[config.mk]
export PLATFORM = sky130hd
export DESIGN_NAME = fifo_sp_ctrl
export DESIGN_NICKNAME = d
export VERILOG_FILES = /design/src/rtl/fifo_sp_ctrl.sv
export SDC_FILE = /design/constraint.sdc
export NUM_CORES = 1
export LEC_CHECK = 0
export CORE_UTILIZATION = 41
export CTS_CLUSTER_DIAMETER = 200
export DETAILED_ROUTE_END_ITERATION = 7
export PLACE_DENSITY = 0.78
export SETUP_SLACK_MARGIN = 0.1
export SLEW_MARGIN = 20
export SYNTH_ARGS = -nofsm -noshare
export SYNTH_HDL_FRONTEND = slang
export SYNTH_SLANG_ARGS = --single-unit
[constraint.sdc]
create_clock -name clk -period 3.05 [get_ports clk]
set_clock_uncertainty 0.05 [all_clocks]
set_input_delay 0.915 -clock clk [delete_from_list [all_inputs] [get_ports clk]]
set_output_delay 0.915 -clock clk [all_outputs]
set_load 0.005 [all_outputs]
[src/rtl/fifo_sp_ctrl.sv]
// fifo_sp_ctrl: FIFO controller in front of a single-port synchronous RAM.
// Pop wins the RAM port over push; popped data returns one cycle later.
module fifo_sp_ctrl #(
   parameter int DATA_WIDTH = 4,
   parameter int ADDR_WIDTH = 3
) (
   input  logic                  clk,
   input  logic                  reset_L,
   input  logic                  push,
   input  logic [DATA_WIDTH-1:0] push_data,
   output logic                  push_ready,
   input  logic                  pop,
   output logic                  pop_ready,
   output logic [DATA_WIDTH-1:0] pop_data,
   output logic                  pop_valid,
   output logic                  empty,
   output logic                  full,
   output logic [ADDR_WIDTH:0]   fifo_count,
   output logic                  err,
   output logic [ADDR_WIDTH-1:0] ram_address,
   output logic [DATA_WIDTH-1:0] ram_data_in,
   output logic                  ram_en,
   output logic                  ram_rnw,
   input  logic [DATA_WIDTH-1:0] ram_data_out
);

   localparam int DEPTH = 1 << ADDR_WIDTH;
   localparam logic [ADDR_WIDTH:0] CNT_FULL = (ADDR_WIDTH+1)'(DEPTH);
   localparam logic [ADDR_WIDTH:0] CNT_ONE = (ADDR_WIDTH+1)'(1);
   localparam logic [ADDR_WIDTH-1:0] PTR_ONE = ADDR_WIDTH'(1);

   typedef enum logic [1:0] {IDLE, WR, RD} state_t;

   state_t                state;
   state_t                state_nxt;
   logic [ADDR_WIDTH-1:0] rd_ptr;
   logic [ADDR_WIDTH-1:0] wr_ptr;
   logic [ADDR_WIDTH:0]   count;
   logic [ADDR_WIDTH:0]   count_nxt;
   logic                  pop_acc;
   logic                  push_acc;

   // Ready terms use only registered flags plus pop, never push.
   assign pop_ready  = !empty;
   assign pop_acc    = pop && pop_ready;
   assign push_ready = !full && !pop_acc;
   assign push_acc   = push && push_ready;

   assign pop_data   = ram_data_out;
   assign pop_valid  = (state == RD);
   assign fifo_count = count;

   assign ram_en      = reset_L && (pop_acc || push_acc);
   assign ram_rnw     = !push_acc;
   assign ram_address = push_acc ? wr_ptr : rd_ptr;
   assign ram_data_in = push_acc ? push_data : '0;

   always_comb begin
      state_nxt = IDLE;
      count_nxt = count;
      unique case (1'b1)
         pop_acc: begin
            state_nxt = RD;
            count_nxt = count - CNT_ONE;
         end
         push_acc: begin
            state_nxt = WR;
            count_nxt = count + CNT_ONE;
         end
         default: ;
      endcase
   end

   always_ff @(posedge clk) begin
      if (!reset_L) begin
         state  <= IDLE;
         rd_ptr <= '0;
         wr_ptr <= '0;
         count  <= '0;
         empty  <= 1'b1;
         full   <= 1'b0;
         err    <= 1'b0;
      end else begin
         state <= state_nxt;
         count <= count_nxt;
         empty <= (count_nxt == '0);
         full  <= (count_nxt == CNT_FULL);
         if (pop_acc)
            rd_ptr <= rd_ptr + PTR_ONE;
         if (push_acc)
            wr_ptr <= wr_ptr + PTR_ONE;
         // A push held off only by pop priority is not an error.
         if ((push && full) || (pop && empty))
            err <= 1'b1;
      end
   end

endmodule

Yosys cells after proc, flatten, opt, wreduce, memory -nomap -nowiden
Index checks and enable logic that the tools add are counted. Widths: inputs -> output; s select.

Register bits: 15. Input bits: 12.

Add/subtract/negate cells: 4. Equal/unequal tests: 2. Mux-type cells: 4. Reduce and logical (&&, ||, !) cells: 13.

Operator list (number): $pmux 4 s2 (1); $add 3x1->3 const B (2); $logic_and 1x1->1 (6); $add 4x1->4 const B (1); $eq 4x4->1 const B (1); $logic_not 1->1 (4); $logic_not 4->1 (1); $mux 4 (1); $pmux 2 s2 (1); $sub 4x1->4 const B (1); $mux 3 (1); $eq 2x2->1 const B (1); $logic_or 1x1->1 (2).

Depth between registers and ports, before layout
Word-level depth: 7. Gate-level depth with buffers: 9. Mapped depth without buffers: 8.

Worst setup path before layout
OpenSTA, ideal clock, no wires.

Kind: input -> output. Start point: in pop. End point: out ram_address[0]. Arrival time: 1.716 ns. Setup slack: 0.369 ns. Cell stages on the path: 4. Path through: nor2b_4 -> buf_6 -> nor2_4 -> mux2_2.

Word-level cells in the longest chain between the ends: 5.

Ends and longest elaborated chain: from (decl) (line 12) `input logic pop,`; $logic_and 1x1->1 (line 45) `assign pop_acc = pop && pop_ready;`; $logic_not 1->1 (line 46) `assign push_ready = !full && !pop_acc;`; $logic_and 1x1->1 (line 46); $logic_and 1x1->1 (line 47) `assign push_acc = push && push_ready;`; named net push_acc (line 41) `logic push_acc;`; $mux 3 (line 55) `assign ram_address = push_acc ? wr_ptr : rd_ptr;`; to (decl) (line 20) `output logic [ADDR_WIDTH-1:0] ram_address,`.

The timed path passes the listed nets, and every way through them passes these cells.

Worst setup path after layout
Ends and elaborated chain as after synthesis.

==> results.md <==
- Status: finished, final reports clean
- Fraction of layout cells with a size suffix above 1: 26.8%
- Yosys reg bits: 15
- Max-slew violation count: 0
- Total CTS buffers: 3
- Total track usage: 19.3%
- Number of core rows: 15
- Initial DRT Pass Iterations: 4
- Startpoint types: input port
- H-tree levels: 1
- RSZ-0062 raised after global routing: false
- Worst R2R Setup Slack: 0.69 ns
- Clock sink total: 15
- First-pass GRT wire length: 2940 µm
- Commonest cells after routing, fill and taps aside: 15 x dfxtp_1, 14 x clkdlybuf4s50_1, 12 x buf_4
- Critical path arrival: 1.95 ns
- Max-Cap Viols: 0
- Seq/Total Area, Yosys: 35.9%
- WP buf/inv: 3
- Drt total wl: 1930 µm
- Die area: 2230 µm²
- Clk_lat worst skew: 0.29 ns
- YS warnings: 0
- Reg2reg start: full
- Mapped Area: 837 µm²
- Io pins: 35
- FF-to-FF path depth: 10
- WL/cell: 12.7 µm
- ANT cells: 0
- Initial antenna violation count: 0
- Initial drt markers: 17
- Least-Margin Pin Slew: 0.325 ns
- Initial core utilization: 46.0%
- Overall die height: 47.2 µm
- CP peak stage delay: 0.32 ns
- Vias in the first global route: 740
- Main synth FF type: dfxtp_1
- CP endpoint kind: output pin
- Max VDD drop: 389 µV
- Post-synth net total: 107
- Worst hold path class: reg -> reg
- Crit path cell chain: clkdlybuf4s15_2 -> nor2b_4 -> nor2_4 -> buf_6 -> mux2_2 -> buf_2
- CTS Hold Bufs: 0
- Max-slew headroom: 78.1%
- Fin crit share: 95.5%
- Number of synthesized flops with an enable pin: 0
- Worst hold path startpoint: err
- Leakage: 0.557 nW
- Clock Path Buffers: 2
- RR Endpoint: full
- Core ar.: 1820 µm²
- Maximum clock frequency: 0.343 GHz
- Pwr dens: 590 nW/µm²
- Crit-path max FO: 3
- Min Clock Period, post-route: 2.91 ns
- Gr ovfl total: 0
- DRC Markers: 0
- I/O Buffers: 26
- CP max stage cell: mux2_2
- Most common cell after layout, fill and taps aside: dfxtp_1
- Synth Area per Inst: 9.30 µm²
- Final hold violations: 0
- Clock transition at path regs: 0.09 ns
- Endpoints failing setup: 0
- P&R area growth vs syn: 45.0%
- Worst hold stages: 2
- Largest net degree at the start of global routing: 14
- Placement Setup Slack: -0.422 ns
- CTS tree: yes
- Clock root cell: clkbuf_4
- Post-Syn Instances: 90
- Count of different cell masters after synthesis: 35
- Post-layout util: 66.7%
- Filler cells: 153
- Critical path class: in -> out
- Post-layout net count: 145
- Vias: 767
- Detail Route Antenna Nets: 0
- Async set-reset flop share out of synthesis: 0%
- CP top delay family: buffers and inverters
- Setup ws final: 0.137 ns
- DR vias/cell: 5.05
- Gpl congestion: 0.836
- Worst EP required: 2.08 ns
- Worst Hold Path EP: err
- Final HPWL DP: 1480 µm
- Die width: 47.2 µm
- Critical Path Source: pop
through the flow:
step / instances / setup TNS, ns / total power, mW / instance area [µm²] / hold WS [ns]
after floorplan: 90 / 0 / 0.456 / 837 / 0.401
after detailed placement: 144 / -4.22 / 0.599 / 1160 / 0.413
after global placement: 144 / -3.67 / 0.587 / 1160 / 0.419
after global routing: 152 / 0 / 0.760 / 1210 / 0.465
final: 152 / 0 / 0.716 / 1210 / 0.430
after CTS: 152 / 0 / 0.719 / 1210 / 0.434
cell type report:
type                            count  area [µm²]  share of cell area [%]
Multi-Input combinational cell     62         470                    38.8
Timing Repair Buffer               41         367                    30.2
Sequential cell                    15         300                    24.7
Tap cell                           25        31.3                    2.58
Clock buffer                        4        26.3                    2.16
Inverter                            5        18.8                    1.55
worst register-to-register path: cells and delay by family, from the launching register on:
| family | cells | cell delay [ns] |
|---|---|---|
| AO/OA/AOI/OAI | 2 | 0.46 |
| adder cells (fa/ha/maj) | 1 | 0.33 |
| buffers and inverters | 3 | 0.31 |
| AND/OR/NAND/NOR | 4 | 0.78 |
| flip-flops | 1 | 0.37 |
cell usage after synthesis, drive strengths merged (2+ instances only):
library cell,count,area (µm²)
a21oi,4,20.0
and3,5,36.3
buf,6,46.3
clkbuf,2,8.75
dfxtp,15,300
ha,4,50.1
inv,5,18.8
mux2,3,33.8
nand2,4,15.0
nand2b,2,12.5
nand3,3,15.0
nor2,12,52.6
nor2b,3,26.3
nor3,3,15.0
o21ai,2,13.8
xnor2,4,35.0
xor2,2,17.5
power by group:
part | internal (mW) | switching [mW] | total, mW
registers | 0.229 | 0.0344 | 0.264
logic | 0.193 | 0.143 | 0.336
clock network | 0.0509 | 0.0651 | 0.116
total | 0.473 | 0.243 | 0.716
cell families after synthesis:
logic type               Yosys count  share of synthesized area [%]
AND/OR/NAND/NOR                   34                           23.0
flip-flops                        15                           35.9
AO/OA/AOI/OAI                     13                           12.4
buffers and inverters             13                           8.82
XOR/XNOR                           6                           6.28
adder cells (fa/ha/maj)            5                           8.37
multiplexers                       4                           5.23
routing by layer:
metal / track usage [%] / part of all wire, %
met1: 20.1 / 41
met2: 35.8 / 51
met3: 3.08 / 4.9
met4: 12.0 / 2.3
met5: 0 / 0
what timing repair did:
action	CTS	global route
gates resized for setup	29	1
buffers inserted	4	0
setup endpoints to repair	11	1
pin swaps	1	0
state kept, by name, indices dropped and copies added, names as in the netlist:
register and cells:
fifo_count 4, empty 1, wr_ptr 3, rd_ptr 3, err 1, full 1, state 2
worst max path at each step:
| stage | endpoint | slack [ns] | cells past startpoint |
|---|---|---|---|
| finish | ram_address[0] | 0.14 | 6 |
| global route | ram_address[1] | 0.10 | 6 |
| CTS | push_ready | 0.11 | 5 |
| detailed placement | ram_data_in[3] | -0.42 | 5 |
| global placement | ram_address[1] | -0.38 | 5 |
| floorplan | ram_address[0] | 0.37 | 4 |
Note: power is estimated with default switching activity, not from simulation.
